--- config.mk ---
export PLATFORM = sky130hd
export DESIGN_NAME = core_mem_arbiter_flat
export DESIGN_NICKNAME = d
export VERILOG_FILES = /design/src/rtl/core_mem_arbiter_if.sv /design/src/rtl/core_mem_arbiter.sv /design/src/flat_wrapper.sv
export SDC_FILE = /design/constraint.sdc
export NUM_CORES = 1
export LEC_CHECK = 0
export ABC_AREA = 0
export BUFFER_PORTS_ARGS = -buffer_cell sky130_fd_sc_hd__buf_2
export CAP_MARGIN = 20
export CELL_PAD_IN_SITES_DETAIL_PLACEMENT = 1
export CELL_PAD_IN_SITES_GLOBAL_PLACEMENT = 1
export CORE_ASPECT_RATIO = 0.5
export CORE_UTILIZATION = 30
export DETAILED_ROUTE_END_ITERATION = 10
export GPL_TIMING_DRIVEN = 0
export PLACE_DENSITY = 0.63
export RECOVER_POWER = 25
export REMOVE_ABC_BUFFERS = 1
export SLEW_MARGIN = 5
export SYNTH_ARGS = -nofsm -noshare
export SYNTH_HDL_FRONTEND = slang
export SYNTH_SLANG_ARGS = --single-unit
export TNS_END_PERCENT = 100
--- constraint.sdc ---
create_clock -name clk -period 13.9 [get_ports clk]
set_input_delay 0.695 -clock clk [delete_from_list [all_inputs] [get_ports clk]]
set_output_delay 0.695 -clock clk [all_outputs]
set_load 0.03 [all_outputs]
--- src/rtl/core_mem_arbiter_if.sv ---
// rtl/core_mem_arbiter_if.sv - core fetch/data port and external memory port signals of core_mem_arbiter
// slave is the arbiter side, master is the core/memory side driving the arbiter.
interface core_mem_arbiter_if #(
  parameter int ADDR_WIDTH = 32,
  parameter int DATA_WIDTH = 32
);
  logic                    fetch_request_enable;
  logic                    freq_mode;
  logic [ADDR_WIDTH-1:0]   freq_addr;
  logic [DATA_WIDTH-1:0]   freq_wdata;
  logic [DATA_WIDTH/8-1:0] freq_wstrb;
  logic                    fetch_response_enable;
  logic [DATA_WIDTH-1:0]   fresp_data;
  logic                    mem_request_enable;
  logic                    mreq_mode;
  logic [ADDR_WIDTH-1:0]   mreq_addr;
  logic [DATA_WIDTH-1:0]   mreq_wdata;
  logic [DATA_WIDTH/8-1:0] mreq_wstrb;
  logic                    mem_response_enable;
  logic [DATA_WIDTH-1:0]   mresp_data;
  logic                    ext_req_valid;
  logic                    ext_req_ready;
  logic                    ext_mode;
  logic [ADDR_WIDTH-1:0]   ext_addr;
  logic [DATA_WIDTH-1:0]   ext_wdata;
  logic [DATA_WIDTH/8-1:0] ext_wstrb;
  logic                    ext_resp_valid;
  logic [DATA_WIDTH-1:0]   ext_resp_data;
  logic                    busy;
  logic                    proto_err;

  modport slave (
    input  fetch_request_enable, freq_mode, freq_addr, freq_wdata, freq_wstrb,
    input  mem_request_enable, mreq_mode, mreq_addr, mreq_wdata, mreq_wstrb,
    input  ext_req_ready, ext_resp_valid, ext_resp_data,
    output fetch_response_enable, fresp_data, mem_response_enable, mresp_data,
    output ext_req_valid, ext_mode, ext_addr, ext_wdata, ext_wstrb, busy, proto_err
  );

  modport master (
    output fetch_request_enable, freq_mode, freq_addr, freq_wdata, freq_wstrb,
    output mem_request_enable, mreq_mode, mreq_addr, mreq_wdata, mreq_wstrb,
    output ext_req_ready, ext_resp_valid, ext_resp_data,
    input  fetch_response_enable, fresp_data, mem_response_enable, mresp_data,
    input  ext_req_valid, ext_mode, ext_addr, ext_wdata, ext_wstrb, busy, proto_err
  );
endinterface

--- src/rtl/core_mem_arbiter.sv ---
// rtl/core_mem_arbiter.sv - latches fetch/data request pulses and serialises them onto one valid/ready memory port
// Define ARB_ROUND_ROBIN_EN for round-robin tie-break; default build is fixed priority, mem over fetch.
module core_mem_arbiter #(
  parameter int ADDR_WIDTH = 32,
  parameter int DATA_WIDTH = 32
) (
  input logic               clk,
  input logic               rst,
  core_mem_arbiter_if.slave bus
);
  localparam int STRB_WIDTH = DATA_WIDTH / 8;
  localparam int SLOT_WIDTH = 1 + ADDR_WIDTH + DATA_WIDTH + STRB_WIDTH;

  typedef enum logic [1:0] {IDLE, ISSUE, WAIT, RESP} state_t;

  state_t                 state, state_next;
  logic                   owner, owner_next;  // 1 = mem port, 0 = fetch port
  logic                   fetch_full, mem_full;
  logic [SLOT_WIDTH-1:0]  fetch_slot, mem_slot, owner_slot;
  logic [DATA_WIDTH-1:0]  fresp_q, mresp_q;
  logic                   proto_err_q, grant_mem, issue, release_slot, fetch_resp, mem_resp;

  // A slot being serviced stays full until its response is captured, so a pulse then is a protocol error.
  always_ff @(posedge clk or posedge rst) begin
    if (rst) begin
      fetch_full  <= 1'b0;
      mem_full    <= 1'b0;
      fetch_slot  <= '0;
      mem_slot    <= '0;
      proto_err_q <= 1'b0;
    end else begin
      if (release_slot && !owner) fetch_full <= 1'b0;
      if (release_slot && owner)  mem_full   <= 1'b0;
      if (bus.fetch_request_enable) begin
        if (fetch_full) begin
          proto_err_q <= 1'b1;
        end else begin
          fetch_full <= 1'b1;
          fetch_slot <= {bus.freq_mode, bus.freq_addr, bus.freq_wdata, bus.freq_wstrb};
        end
      end
      if (bus.mem_request_enable) begin
        if (mem_full) begin
          proto_err_q <= 1'b1;
        end else begin
          mem_full <= 1'b1;
          mem_slot <= {bus.mreq_mode, bus.mreq_addr, bus.mreq_wdata, bus.mreq_wstrb};
        end
      end
    end
  end

`ifdef ARB_ROUND_ROBIN_EN
  logic last_owner;

  always_ff @(posedge clk or posedge rst) begin
    if (rst)                                    last_owner <= 1'b0;
    else if (state == IDLE && (fetch_full || mem_full)) last_owner <= grant_mem;
  end

  assign grant_mem = mem_full && (!fetch_full || !last_owner);
`else
  assign grant_mem = mem_full;
`endif

  always_comb begin
    state_next   = state;
    owner_next   = owner;
    issue        = 1'b0;
    release_slot = 1'b0;
    fetch_resp   = 1'b0;
    mem_resp     = 1'b0;
    case (state)
      IDLE: begin
        if (fetch_full || mem_full) begin
          owner_next = grant_mem;
          state_next = ISSUE;
        end
      end
      ISSUE: begin
        issue = 1'b1;
        if (bus.ext_req_ready) state_next = WAIT;
      end
      WAIT: begin
        if (bus.ext_resp_valid) begin
          release_slot = 1'b1;
          state_next   = RESP;
        end
      end
      RESP: begin
        fetch_resp = !owner;
        mem_resp   = owner;
        state_next = IDLE;
      end
      default: state_next = IDLE;
    endcase
  end

  always_ff @(posedge clk or posedge rst) begin
    if (rst) begin
      state   <= IDLE;
      owner   <= 1'b0;
      fresp_q <= '0;
      mresp_q <= '0;
    end else begin
      state <= state_next;
      owner <= owner_next;
      if (release_slot && !owner) fresp_q <= bus.ext_resp_data;
      if (release_slot && owner)  mresp_q <= bus.ext_resp_data;
    end
  end

  assign owner_slot = owner ? mem_slot : fetch_slot;
  assign {bus.ext_mode, bus.ext_addr, bus.ext_wdata, bus.ext_wstrb} = issue ? owner_slot : '0;
  assign bus.ext_req_valid         = issue;
  assign bus.fetch_response_enable = fetch_resp;
  assign bus.mem_response_enable   = mem_resp;
  assign bus.fresp_data            = fresp_q;
  assign bus.mresp_data            = mresp_q;
  assign bus.busy                  = (state != IDLE);
  assign bus.proto_err             = proto_err_q;
endmodule

--- src/flat_wrapper.sv ---
// flat-port wrapper written by rule: the top's interface ports become plain ports
module core_mem_arbiter_flat 
#(
  parameter int ADDR_WIDTH = 32,
  parameter int DATA_WIDTH = 32
)
  (clk, rst, bus_fetch_request_enable, bus_freq_mode, bus_freq_addr, bus_freq_wdata, bus_freq_wstrb, bus_mem_request_enable, bus_mreq_mode, bus_mreq_addr, bus_mreq_wdata, bus_mreq_wstrb, bus_ext_req_ready, bus_ext_resp_valid, bus_ext_resp_data, bus_fetch_response_enable, bus_fresp_data, bus_mem_response_enable, bus_mresp_data, bus_ext_req_valid, bus_ext_mode, bus_ext_addr, bus_ext_wdata, bus_ext_wstrb, bus_busy, bus_proto_err);
  core_mem_arbiter_if #(.ADDR_WIDTH(ADDR_WIDTH), .DATA_WIDTH(DATA_WIDTH)) bus_i ();
  input logic clk;
  input logic rst;
  input wire logic [$bits(bus_i.fetch_request_enable)-1:0] bus_fetch_request_enable;
  input wire logic [$bits(bus_i.freq_mode)-1:0] bus_freq_mode;
  input wire logic [$bits(bus_i.freq_addr)-1:0] bus_freq_addr;
  input wire logic [$bits(bus_i.freq_wdata)-1:0] bus_freq_wdata;
  input wire logic [$bits(bus_i.freq_wstrb)-1:0] bus_freq_wstrb;
  input wire logic [$bits(bus_i.mem_request_enable)-1:0] bus_mem_request_enable;
  input wire logic [$bits(bus_i.mreq_mode)-1:0] bus_mreq_mode;
  input wire logic [$bits(bus_i.mreq_addr)-1:0] bus_mreq_addr;
  input wire logic [$bits(bus_i.mreq_wdata)-1:0] bus_mreq_wdata;
  input wire logic [$bits(bus_i.mreq_wstrb)-1:0] bus_mreq_wstrb;
  input wire logic [$bits(bus_i.ext_req_ready)-1:0] bus_ext_req_ready;
  input wire logic [$bits(bus_i.ext_resp_valid)-1:0] bus_ext_resp_valid;
  input wire logic [$bits(bus_i.ext_resp_data)-1:0] bus_ext_resp_data;
  output wire logic [$bits(bus_i.fetch_response_enable)-1:0] bus_fetch_response_enable;
  output wire logic [$bits(bus_i.fresp_data)-1:0] bus_fresp_data;
  output wire logic [$bits(bus_i.mem_response_enable)-1:0] bus_mem_response_enable;
  output wire logic [$bits(bus_i.mresp_data)-1:0] bus_mresp_data;
  output wire logic [$bits(bus_i.ext_req_valid)-1:0] bus_ext_req_valid;
  output wire logic [$bits(bus_i.ext_mode)-1:0] bus_ext_mode;
  output wire logic [$bits(bus_i.ext_addr)-1:0] bus_ext_addr;
  output wire logic [$bits(bus_i.ext_wdata)-1:0] bus_ext_wdata;
  output wire logic [$bits(bus_i.ext_wstrb)-1:0] bus_ext_wstrb;
  output wire logic [$bits(bus_i.busy)-1:0] bus_busy;
  output wire logic [$bits(bus_i.proto_err)-1:0] bus_proto_err;
  assign bus_i.fetch_request_enable = bus_fetch_request_enable;
  assign bus_i.freq_mode = bus_freq_mode;
  assign bus_i.freq_addr = bus_freq_addr;
  assign bus_i.freq_wdata = bus_freq_wdata;
  assign bus_i.freq_wstrb = bus_freq_wstrb;
  assign bus_i.mem_request_enable = bus_mem_request_enable;
  assign bus_i.mreq_mode = bus_mreq_mode;
  assign bus_i.mreq_addr = bus_mreq_addr;
  assign bus_i.mreq_wdata = bus_mreq_wdata;
  assign bus_i.mreq_wstrb = bus_mreq_wstrb;
  assign bus_i.ext_req_ready = bus_ext_req_ready;
  assign bus_i.ext_resp_valid = bus_ext_resp_valid;
  assign bus_i.ext_resp_data = bus_ext_resp_data;
  assign bus_fetch_response_enable = bus_i.fetch_response_enable;
  assign bus_fresp_data = bus_i.fresp_data;
  assign bus_mem_response_enable = bus_i.mem_response_enable;
  assign bus_mresp_data = bus_i.mresp_data;
  assign bus_ext_req_valid = bus_i.ext_req_valid;
  assign bus_ext_mode = bus_i.ext_mode;
  assign bus_ext_addr = bus_i.ext_addr;
  assign bus_ext_wdata = bus_i.ext_wdata;
  assign bus_ext_wstrb = bus_i.ext_wstrb;
  assign bus_busy = bus_i.busy;
  assign bus_proto_err = bus_i.proto_err;
  core_mem_arbiter #(.ADDR_WIDTH(ADDR_WIDTH), .DATA_WIDTH(DATA_WIDTH)) u_core (.clk(clk), .rst(rst), .bus(bus_i));
endmodule
==> results of run 1 <==
==> cell type report <==
cell class / instances / area (sq um) / share of cell area [%]
flip-flops and latches: 208 / 5210 / 44.2
clock buffers: 34 / 677 / 5.75
well taps: 391 / 489 / 4.16
diodes: 6 / 15.0 / 0.128
clock inverters: 5 / 31.3 / 0.266
multi-input cells: 360 / 3600 / 30.6
repair buffers: 321 / 1730 / 14.7
inverters: 5 / 20.0 / 0.170
==> sequential cells by signal, summed over array words and instances, names as in the netlist, 2 cells and up <==
signal / count
u_core.bus.fresp_data: 32
u_core.mem_slot: 69
u_core.fetch_slot: 69
u_core.bus.mresp_data: 32
u_core.state: 2
==> placed cells by master, fill, tap and decap left out, types with 2 or more instances in the layout <==
cell       Yosys  final
clkbuf_8       0      6
dfrtp_1      208    207
buf_2         20    313
clkinv_2       0      3
mux2i_1       69     69
buf_12         0      4
mux2_1         2      2
diode_2        0      6
clkbuf_16      0     23
mux2_2       201    201
a21o_1         2      2
clkbuf_1       7      6
buf_16         0      3
nor2b_1       73     72
inv_1          5      4
ha_1           4      3
==> cell families after synthesis <==
| group | after synthesis |
|---|---|
| AOI/OAI and AO/OA | 6 |
| DFF | 208 |
| and+or+nand+nor | 78 |
| muxes | 272 |
| buffers and inverters | 42 |
| adders and majority gates | 4 |
==> routing by layer <==
metal  vias to the layer above  global-route usage [%]
met3                        42                    3.10
li1                       2742                       -
met5                         -                       0
met2                        99                    29.9
met4                         0                    6.21
met1                      3104                    18.8
==> worst paths after layout <==
check	startpoint	end	slack (ns)
min	bus_freq_wdata[24]	u_core.fetch_slot[28]	0.41
min reg2reg	u_core.bus.proto_err	u_core.bus.proto_err	0.49
max reg2reg	u_core.grant_mem	u_core.mem_slot[46]	11.09
max in group clk	u_core.owner	bus_ext_wdata[23]	10.92
max	rst	u_core.fetch_slot[32]	10.21
min in group asynchronous	rst	u_core.mem_slot[35]	1.62
==> stage by stage <==
stage	hold slack, ns	total power, mW
floorplan	0.480	2.08
global placement	0.465	2.47
detailed placement	0.466	2.49
CTS	0.335	3.09
global route	0.385	3.22
finish	0.411	3.03
==> power by group <==
part	internal (mW)	switching, mW
clock network	0.335	0.245
logic	0.591	0.766
registers	0.916	0.181
==> cells in the mapped netlist (2+ instances only) <==
| library cell | count | area share [%] |
|---|---|---|
| dfrtp_1 | 208 | 58 |
| mux2_2 | 201 | 25 |
| nor2b_1 | 73 | 5.1 |
| mux2i_1 | 69 | 7.7 |
| buf_2 | 20 | 1.1 |
| buf_4 | 10 | 0.83 |
| clkbuf_1 | 7 | 0.29 |
| inv_1 | 5 | 0.21 |
| ha_1 | 4 | 0.56 |
| a21o_1 | 2 | 0.17 |
| mux2_1 | 2 | 0.25 |
==> flow_metrics.env, run 1 <==
export IMPL_synth_top_family_by_area="multiplexers"
export IMPL_clk_path_buf_depth=3
export IMPL_cp_cell_sequence="buf_2 -> clkinvlp_2"
export IMPL_die_w_um=247
export IMPL_finalWeightedCongestion=0.776
export IMPL_period_needed_ns=3.69
export IMPL_cts_tree="done"
export IMPL_clk_pin_slew_worst_paths_ns=0.06
export IMPL_stdcell_count=1330
export IMPL_seq_area_frac_synth_pct=57.8
export IMPL_coreArea_sq_um=29200
export IMPL_synth_compound_area_share_pct=0.584
export IMPL_worstSkewPairLatency_ns=0.51
export IMPL_syn_area_sq_um=9000
export IMPL_end_kind="async pin"
export IMPL_fin_nets=1098
export IMPL_fmax_mhz=271
export IMPL_ys_ff_latch=208
export IMPL_crit_type="in -> async"
export IMPL_dp_slack_ns=11.42
export IMPL_p_leak_nw=5.70
export IMPL_ctsHoldBuffers=0
export IMPL_hp_class="in -> reg"
export IMPL_required_ns=13.69
export IMPL_grt_usage_pct=16.4
export IMPL_slew_headroom_pct=-214
export IMPL_path_depth=2
export IMPL_detail_route_antenna_nets=0
export IMPL_fin_ws_ns=10.21
export IMPL_violations="design-rule violations, max-capacitance violations, max-slew violations"
export IMPL_tightest_slew_ns=4.68
export IMPL_synth_flop_cell="dfrtp_1"
export IMPL_worstPathArrival_ns=3.49
export IMPL_r2r_cells=4
export IMPL_io_pins=314
export IMPL_finalClockSkew_ns=0.0156
export IMPL_final_max_slew_viol_count=124
export IMPL_cp_num_buf_inv=2
export IMPL_cts_resized_gates=0
export IMPL_ys_warn_count=0
export IMPL_grt_pass1_vias=6736
export IMPL_rsz0062_at_grt="no"
export IMPL_die_h_um=125
export IMPL_synthXorXnorAreaFrac_pct=0
export IMPL_overflow=0
export IMPL_hpwl_um=17400
export IMPL_via_per_inst=4.50
export IMPL_drive_gt1_share_pct=60.1
export IMPL_ir_drop_uv=119
export IMPL_first_pass_iters=7
export IMPL_grt_pass1_wl_um=38900
export IMPL_final_cell_area_sq_um=11800
export IMPL_antenna_found_initial=6
export IMPL_crit_path_max_incr_delay_ns=2.59
export IMPL_portBuffers=313
export IMPL_synthCells=610
export IMPL_met2_wirelength_um=13600
export IMPL_synthArstFlopShare_pct=100
export IMPL_synth_simple_area_share_pct=5.54
export IMPL_n_fill_cell=3125
export IMPL_rows=44
export IMPL_cp_slowest_cell="clkinvlp_2"
export IMPL_area_growth_pct=30.8
export IMPL_place_area_sq_um=11100
export IMPL_final_hold_violation_count=0
export IMPL_clock_tree_root_cell="clkbuf_16"
export IMPL_placed_cells=1285
export IMPL_htreeDepth=1
export IMPL_top_layer="met4"
export IMPL_grt_max_degree=109
export IMPL_tns_ns=0
export IMPL_post_cts_buffers=0
export IMPL_met3_length_um=872
export IMPL_cp_max_fo=101
export IMPL_synth_edf_count=0
export IMPL_start_util_pct=30.8
export IMPL_status="complete, but fails checks"
export IMPL_synth_mux_area_share_pct=33.1
export IMPL_drc=10
export IMPL_synthAdderAreaFrac_pct=0.556
export IMPL_maxCapViolations=2
export IMPL_syn_area_per_cell_sq_um=14.8
export IMPL_drt_iter0_drc=174
export IMPL_hold_depth=2
export IMPL_routed_wirelength_um=24900
export IMPL_crit_family="buffers and inverters"
export IMPL_clock_sinks=208
export IMPL_synth_cell_types=20
export IMPL_fin_util_pct=40.3
export IMPL_min_period_over_period_pct=26.6
export IMPL_wire_per_inst_um=18.8
export IMPL_power_density_nw_per_um2=258
export IMPL_met1_length_um=9710
export IMPL_setup_viol=0
export IMPL_numCtsBuffers=22
export IMPL_crit_path_start_kind="input port"
export IMPL_vias=5987
export IMPL_design_die_area_sq_um=30800
(Power assumes the default switching activity.)
==> run 2, diff against run 1 <==
--- a/config.mk
+++ b/config.mk
@@ -5,7 +5,7 @@
 export SDC_FILE = /design/constraint.sdc
 export NUM_CORES = 1
 export LEC_CHECK = 0
-export ABC_AREA = 0
+export ABC_AREA = 1
 export BUFFER_PORTS_ARGS = -buffer_cell sky130_fd_sc_hd__buf_2
 export CAP_MARGIN = 20
 export CELL_PAD_IN_SITES_DETAIL_PLACEMENT = 1
@@ -14,7 +14,7 @@
 export CORE_UTILIZATION = 30
 export DETAILED_ROUTE_END_ITERATION = 10
 export GPL_TIMING_DRIVEN = 0
-export PLACE_DENSITY = 0.63
+export PLACE_DENSITY = 0.68
 export RECOVER_POWER = 25
 export REMOVE_ABC_BUFFERS = 1
 export SLEW_MARGIN = 5
==> constraint.sdc (replaced) <==
create_clock -name clk -period 3.59 [get_ports clk]
set_input_delay 0.1795 -clock clk [delete_from_list [all_inputs] [get_ports clk]]
set_output_delay 0.1795 -clock clk [all_outputs]
set_load 0.03 [all_outputs]
==> flow_metrics.env, run 2 <==
export IMPL_status="complete, but fails checks"
export IMPL_violations="max-capacitance violations, max-slew violations"
export IMPL_min_period_over_period_pct=79.9
export IMPL_crit_path_start_kind="flop"
export IMPL_design_die_area_sq_um=31500
export IMPL_r2r_cells=4
export IMPL_synthCells=1112
export IMPL_fin_nets=1729
export IMPL_p_leak_nw=7.18
export IMPL_grt_max_degree=112
export IMPL_fmax_mhz=349
export IMPL_cp_cell_sequence="inv_4 -> buf_16 -> nor2_1 -> nor2_1 -> buf_2"
export IMPL_stdcell_count=1967
export IMPL_setup_viol=0
export IMPL_final_max_slew_viol_count=98
export IMPL_grt_pass1_wl_um=57700
export IMPL_power_density_nw_per_um2=880
export IMPL_final_hold_violation_count=0
export IMPL_drive_gt1_share_pct=23.0
export IMPL_r2r_slack_ns=0.76
export IMPL_slew_headroom_pct=-46.5
export IMPL_synth_top_cell_area_share_pct=56.3
export IMPL_antenna_found_initial=10
export IMPL_combinationalPowerShare_pct=43.9
export IMPL_yosys_top_cells_count="nand2_1 (349), dfrtp_1 (208), nand3_1 (140), nor2_1 (140), o21ai_0 (78)"
export IMPL_required_ns=3.41
export IMPL_cts_tree="done"
export IMPL_min_from="bus_fetch_request_enable"
export IMPL_routed_wirelength_um=35900
export IMPL_tightest_slew_ns=2.20
export IMPL_largest_registers="u_core.fetch_slot (69), u_core.mem_slot (69)"
export IMPL_overflow=0
export IMPL_clkPwrFrac_pct=21.4
export IMPL_drc=0
export IMPL_hp_class="in -> reg"
export IMPL_grt_pass1_vias=10600
export IMPL_cp_slowest_cell="dfrtp_4"
export IMPL_clk_path_buf_depth=3
export IMPL_vias=9445
export IMPL_ir_drop_uv=384
export IMPL_clock_sinks=208
export IMPL_rows=44
export IMPL_clock_tree_root_cell="clkbuf_16"
export IMPL_first_pass_iters=4
export IMPL_crit_top_cell="nor2_1"
export IMPL_finalWeightedCongestion=0.781
export IMPL_clk_pin_slew_worst_paths_ns=0.07
export IMPL_ys_top_cells_by_area="dfrtp_1 (56%), nand2_1 (14%), nand3_1 (7.6%)"
export IMPL_crit_path_max_incr_delay_ns=1.00
export IMPL_rsz0062_at_grt="no"
export IMPL_syn_area_sq_um=9240
export IMPL_via_per_inst=4.80
export IMPL_final_cell_mix="nand2_1 (347), buf_2 (270), dfrtp_1 (207)"
export IMPL_grt_usage_pct=22.9
export IMPL_synth_edf_count=0
export IMPL_r2r_end="u_core.bus.fresp_data[0]"
export IMPL_fin_util_pct=46.1
export IMPL_detail_route_antenna_nets=0
export IMPL_end_kind="primary output"
export IMPL_p_sw_mw=5.48
export IMPL_final_cell_area_sq_um=13600
export IMPL_placed_cells=1745
export IMPL_syn_area_per_cell_sq_um=8.31
export IMPL_drt_iter0_drc=637
export IMPL_fin_hold_ws_ns=0.0365
export IMPL_post_cts_buffers=0
export IMPL_synthArstFlopShare_pct=100
export IMPL_portBuffers=313
export IMPL_yosys_area_top_type="dfrtp_1"
export IMPL_seqPwrFrac_pct=34.8
export IMPL_cp_max_fo=74
export IMPL_synth_flop_cell="dfrtp_1"
export IMPL_worstSkewPairLatency_ns=0.52
export IMPL_worstPathArrival_ns=2.69
export IMPL_cts_resized_gates=0
export IMPL_crit_family="flip-flops"
export IMPL_p_int_mw=6.53
export IMPL_min_to="u_core.fetch_slot[51]"
export IMPL_ys_warn_count=0
export IMPL_finalClockSkew_ns=0.0150
export IMPL_place_area_sq_um=11200
export IMPL_r2r_start="u_core.owner"
export IMPL_die_w_um=250
export IMPL_start_util_pct=31.2
export IMPL_switching_share_pct=45.6
export IMPL_coreArea_sq_um=29600
export IMPL_crit_type="reg -> out"
export IMPL_htreeDepth=1
export IMPL_synth_cell_types=19
export IMPL_maxCapViolations=1
export IMPL_ys_ff_latch=208
export IMPL_period_needed_ns=2.87
export IMPL_hold_depth=3
export IMPL_numCtsBuffers=22
export IMPL_hpwl_um=21200
export IMPL_n_fill_cell=3599
export IMPL_seq_area_frac_synth_pct=56.3
export IMPL_io_pins=314
export IMPL_wire_per_inst_um=18.3
export IMPL_die_h_um=126
export IMPL_final_common_cell="nand2_1"
export IMPL_finalPower_mw=12.0
export IMPL_area_growth_pct=47.7
export IMPL_ctsHoldBuffers=171
export IMPL_yosysMostFrequentCell="nand2_1"
export IMPL_cp_num_buf_inv=3
==> run 2: cell types whose count changed after synthesis, sizes merged, moves of 2 or more <==
cell    previous run  this run
nor2b             73         0
mux2             203         0
nor2               1       140
o21ai              0       135
buf               30        35
clkbuf             7        45
inv                5        44
mux2i             69         0
nand3              1       141
nand2              1       357
a21o               2         0
nand4              0         2
==> run 2: worst max path at each step <==
stage                  from                       end  slack (ns)  cells after the start
2_1_floorplan           rst  u_core.bus.fresp_data[0]       -2.27                      1
3_3_place_gp            rst     u_core.fetch_slot[51]       -4.88                      2
3_5_place_dp   u_core.owner  u_core.bus.fresp_data[7]        0.79                      4
4_1_cts        u_core.owner         bus_ext_wdata[14]        0.76                      5
5_1_grt        u_core.owner  u_core.bus.fresp_data[0]        0.50                      4
6_report       u_core.owner          bus_ext_addr[27]        0.72                      5
==> run 2: logic make-up (layout without fill, tap and decap cells) <==
family                   count (synthesis)  after routing  synth area share [%]
adder cells (fa/ha/maj)                  4              4                 0.542
AND/OR/NAND/NOR                        640            640                  28.2
AO/OA/AOI/OAI                          136            136                  8.30
flip-flops                             208            208                  56.3
other                                    0             11                     0
buffers and inverters                  124            577                  6.57
==> run 2: per-stage QoR <==
step           setup TNS (ns)  worst slack [ns]
2_1_floorplan         -472.23             -2.27
3_3_place_gp         -1357.44             -4.88
3_5_place_dp                0             0.787
4_1_cts                     0             0.755
5_1_grt                     0             0.495
6_report                    0             0.723
==> run 2: final cells by class <==
class	instances	area [sq um]	share of cell area [%]
clock inverters	10	153	1.12
repair buffers	493	3460	25.4
multi-input cells	780	3470	25.5
flip-flops and latches	208	5210	38.2
clock buffers	30	652	4.78
inverters	44	176	1.29
diodes	11	27.5	0.202
well taps	391	489	3.59
==> run 2: layer usage <==
layer	part of all wire (%)	up-vias	wire length [um]	global-route usage, %
li1	-	4421	-	-
met1	41	4699	14600	26.5
met2	52	223	18700	41.2
met3	3.1	102	1130	3.70
met4	4.3	0	1550	11.7
met5	0	-	0	0
==> run 2: worst register-to-register path, stage by stage, from the launching register on <==
cell and delay, ns:
dfrtp_4 0.79, inv_4 0.52, buf_16 0.30, nand3_4 0.62, o21ai_0 0.50
==> run 2: power groups by stage <==
| stage | logic, mW | registers [mW] | clock network [mW] |
|---|---|---|---|
| after global placement | 4.94 | 4.09 | 0 |
| final | 5.27 | 4.17 | 2.57 |
| after detailed placement | 5.17 | 4.18 | 0 |
| after global routing | 5.75 | 4.31 | 2.74 |
| after floorplan | 2.73 | 4.59 | 0 |
| after CTS | 5.33 | 4.14 | 2.63 |
==> run 3, diff against run 2 <==
==> constraint.sdc (replaced) <==
create_clock -name clk -period 2.76 [get_ports clk]
set_input_delay 0.138 -clock clk [delete_from_list [all_inputs] [get_ports clk]]
set_output_delay 0.138 -clock clk [all_outputs]
set_load 0.03 [all_outputs]
==> flow_metrics.env, run 3 (synthesis gave the netlist of run 2 again) <==
export IMPL_status="finished clean"
export IMPL_antenna_found_initial=7
export IMPL_hpwl_um=21200
export IMPL_crit_top_cell="nor2_1"
export IMPL_detail_route_antenna_nets=0
export IMPL_final_common_cell="nand2_1"
export IMPL_place_area_sq_um=11200
export IMPL_clk_pin_slew_worst_paths_ns=0.07
export IMPL_fin_nets=1745
export IMPL_ir_drop_uv=499
export IMPL_tightest_slew_ns=0.723
export IMPL_hp_class="in -> reg"
export IMPL_crit_path_max_incr_delay_ns=0.72
export IMPL_portBuffers=313
export IMPL_grt_usage_pct=23.5
export IMPL_r2r_start="u_core.owner"
export IMPL_min_from="bus_mem_request_enable"
export IMPL_clk_path_buf_depth=3
export IMPL_grt_pass1_vias=10800
export IMPL_clock_tree_root_cell="clkbuf_16"
export IMPL_required_ns=2.62
export IMPL_rows=44
export IMPL_top_layer="met4"
export IMPL_met2_wirelength_um=19300
export IMPL_final_cell_area_sq_um=13800
export IMPL_p_leak_nw=7.23
export IMPL_drc=0
export IMPL_final_max_slew_viol_count=0
export IMPL_grt_pass1_wl_um=59000
export IMPL_area_growth_pct=49.7
export IMPL_r2r_cells=4
export IMPL_rsz0062_at_grt="no"
export IMPL_power_density_nw_per_um2=1150
export IMPL_setup_viol=0
export IMPL_coreArea_sq_um=29600
export IMPL_met3_length_um=1340
export IMPL_htreeDepth=1
export IMPL_startpoint="u_core.owner"
export IMPL_crit_path_start_kind="flop"
export IMPL_final_cell_mix="nand2_1 (347), buf_2 (270), dfrtp_1 (207)"
export IMPL_via_per_inst=4.88
export IMPL_clock_sinks=208
export IMPL_routed_wirelength_um=37500
export IMPL_grt_max_degree=112
export IMPL_fmax_mhz=383
export IMPL_die_h_um=126
export IMPL_start_util_pct=31.2
export IMPL_numCtsBuffers=22
export IMPL_finalClockSkew_ns=0.0167
export IMPL_io_pins=314
export IMPL_met1_length_um=15100
export IMPL_cp_max_fo=46
export IMPL_worstPathArrival_ns=2.48
export IMPL_overflow=0
export IMPL_finalWeightedCongestion=0.781
export IMPL_drive_gt1_share_pct=23.0
export IMPL_min_period_over_period_pct=94.7
export IMPL_wire_per_inst_um=18.9
export IMPL_drt_iter0_drc=623
export IMPL_first_pass_iters=5
export IMPL_fin_util_pct=46.7
export IMPL_cp_slowest_cell="dfrtp_4"
export IMPL_final_hold_violation_count=0
export IMPL_vias=9656
export IMPL_fin_hold_ws_ns=0.0465
export IMPL_largest_registers="u_core.fetch_slot (69), u_core.mem_slot (69)"
export IMPL_period_needed_ns=2.61
export IMPL_maxCapViolations=0
export IMPL_cp_cell_sequence="inv_4 -> buf_16 -> nor2_1 -> nor2_1 -> buf_2"
export IMPL_hold_depth=3
export IMPL_slew_headroom_pct=51.8
export IMPL_end_kind="primary output"
export IMPL_design_die_area_sq_um=31500
export IMPL_crit_type="reg -> out"
export IMPL_die_w_um=250
export IMPL_cts_tree="done"
export IMPL_worstSkewPairLatency_ns=0.52
-- run 3: cell count changes in the layout (fill, tap and decap cells not counted) --
cell           before  now
buf_12              2    4
inv_8               0    1
nand3_4             2    3
clkinvlp_4          2    1
diode_2            11    7
dlygate4sd3_1     171  184
-- run 3: power by group --
| group | leakage, nW | switching (mW) | internal, mW |
|---|---|---|---|
| Sequential | 2.59 | 0.919 | 4.45 |
| Combinational | 4.24 | 5.07 | 2.09 |
| Clock | 0.398 | 1.31 | 2.03 |
| Total | 7.23 | 7.30 | 8.57 |
-- run 3: layer usage --
metal / global-route usage, % / vias up
met4: 11.2 / 0
met2: 42.8 / 275
met5: 0 / -
met3: 3.74 / 116
met1: 27.0 / 4817
li1: - / 4448
-- run 3: cell type report --
type                       count  area, sq um
multi-input combinational    781         3490
timing repair buffer         508         3630
sequential                   208         5210
tap                          391          489
antenna                        7         17.5
clock buffer                  30          652
inverter                      44          180
fill                        3598        15800
clock inverter                10          153
-- run 3: final timing paths --
path	endpoint	slack, ns
worst min register to register	u_core.fetch_slot[41]	0.47
worst max-delay path	bus_ext_addr[10]	0.15
min in group asynchronous	u_core.bus.fresp_data[6]	0.34
worst max register to register	u_core.bus.fresp_data[0]	0.40
worst min-delay path	u_core.mem_slot[17]	0.05
max in group asynchronous	u_core.owner	1.38
-- run 3: critical path, delay by kind of cell, from the launching register on --
kind / cells / cell delay, ns
DFF: 1 / 0.72
and+or+nand+nor: 2 / 0.26
buffers and inverters: 3 / 0.94
-- run 3: what timing repair did --
item | 4_1_cts | 5_1_grt
pin swaps | 1 | 1
hold endpoints to repair | 299 | 0
gates resized for setup | 0 | 1
setup buffers | 1 | 1
hold buffers | 184 | 0
cloned | 0 | 1
endpoints found under the setup margin | 23 | 7
-- run 3: stage by stage --
step	setup WS, ns	cells	power, mW	setup TNS, ns
2_1_floorplan	-3.06	1032	9.51	-664.36
3_3_place_gp	-5.66	1736	11.7	-1746.88
3_5_place_dp	-0.0433	1745	12.2	-0.0798
4_1_cts	0.116	1970	15.9	0
5_1_grt	0.0575	1979	16.9	0
6_report	0.147	1979	15.9	0
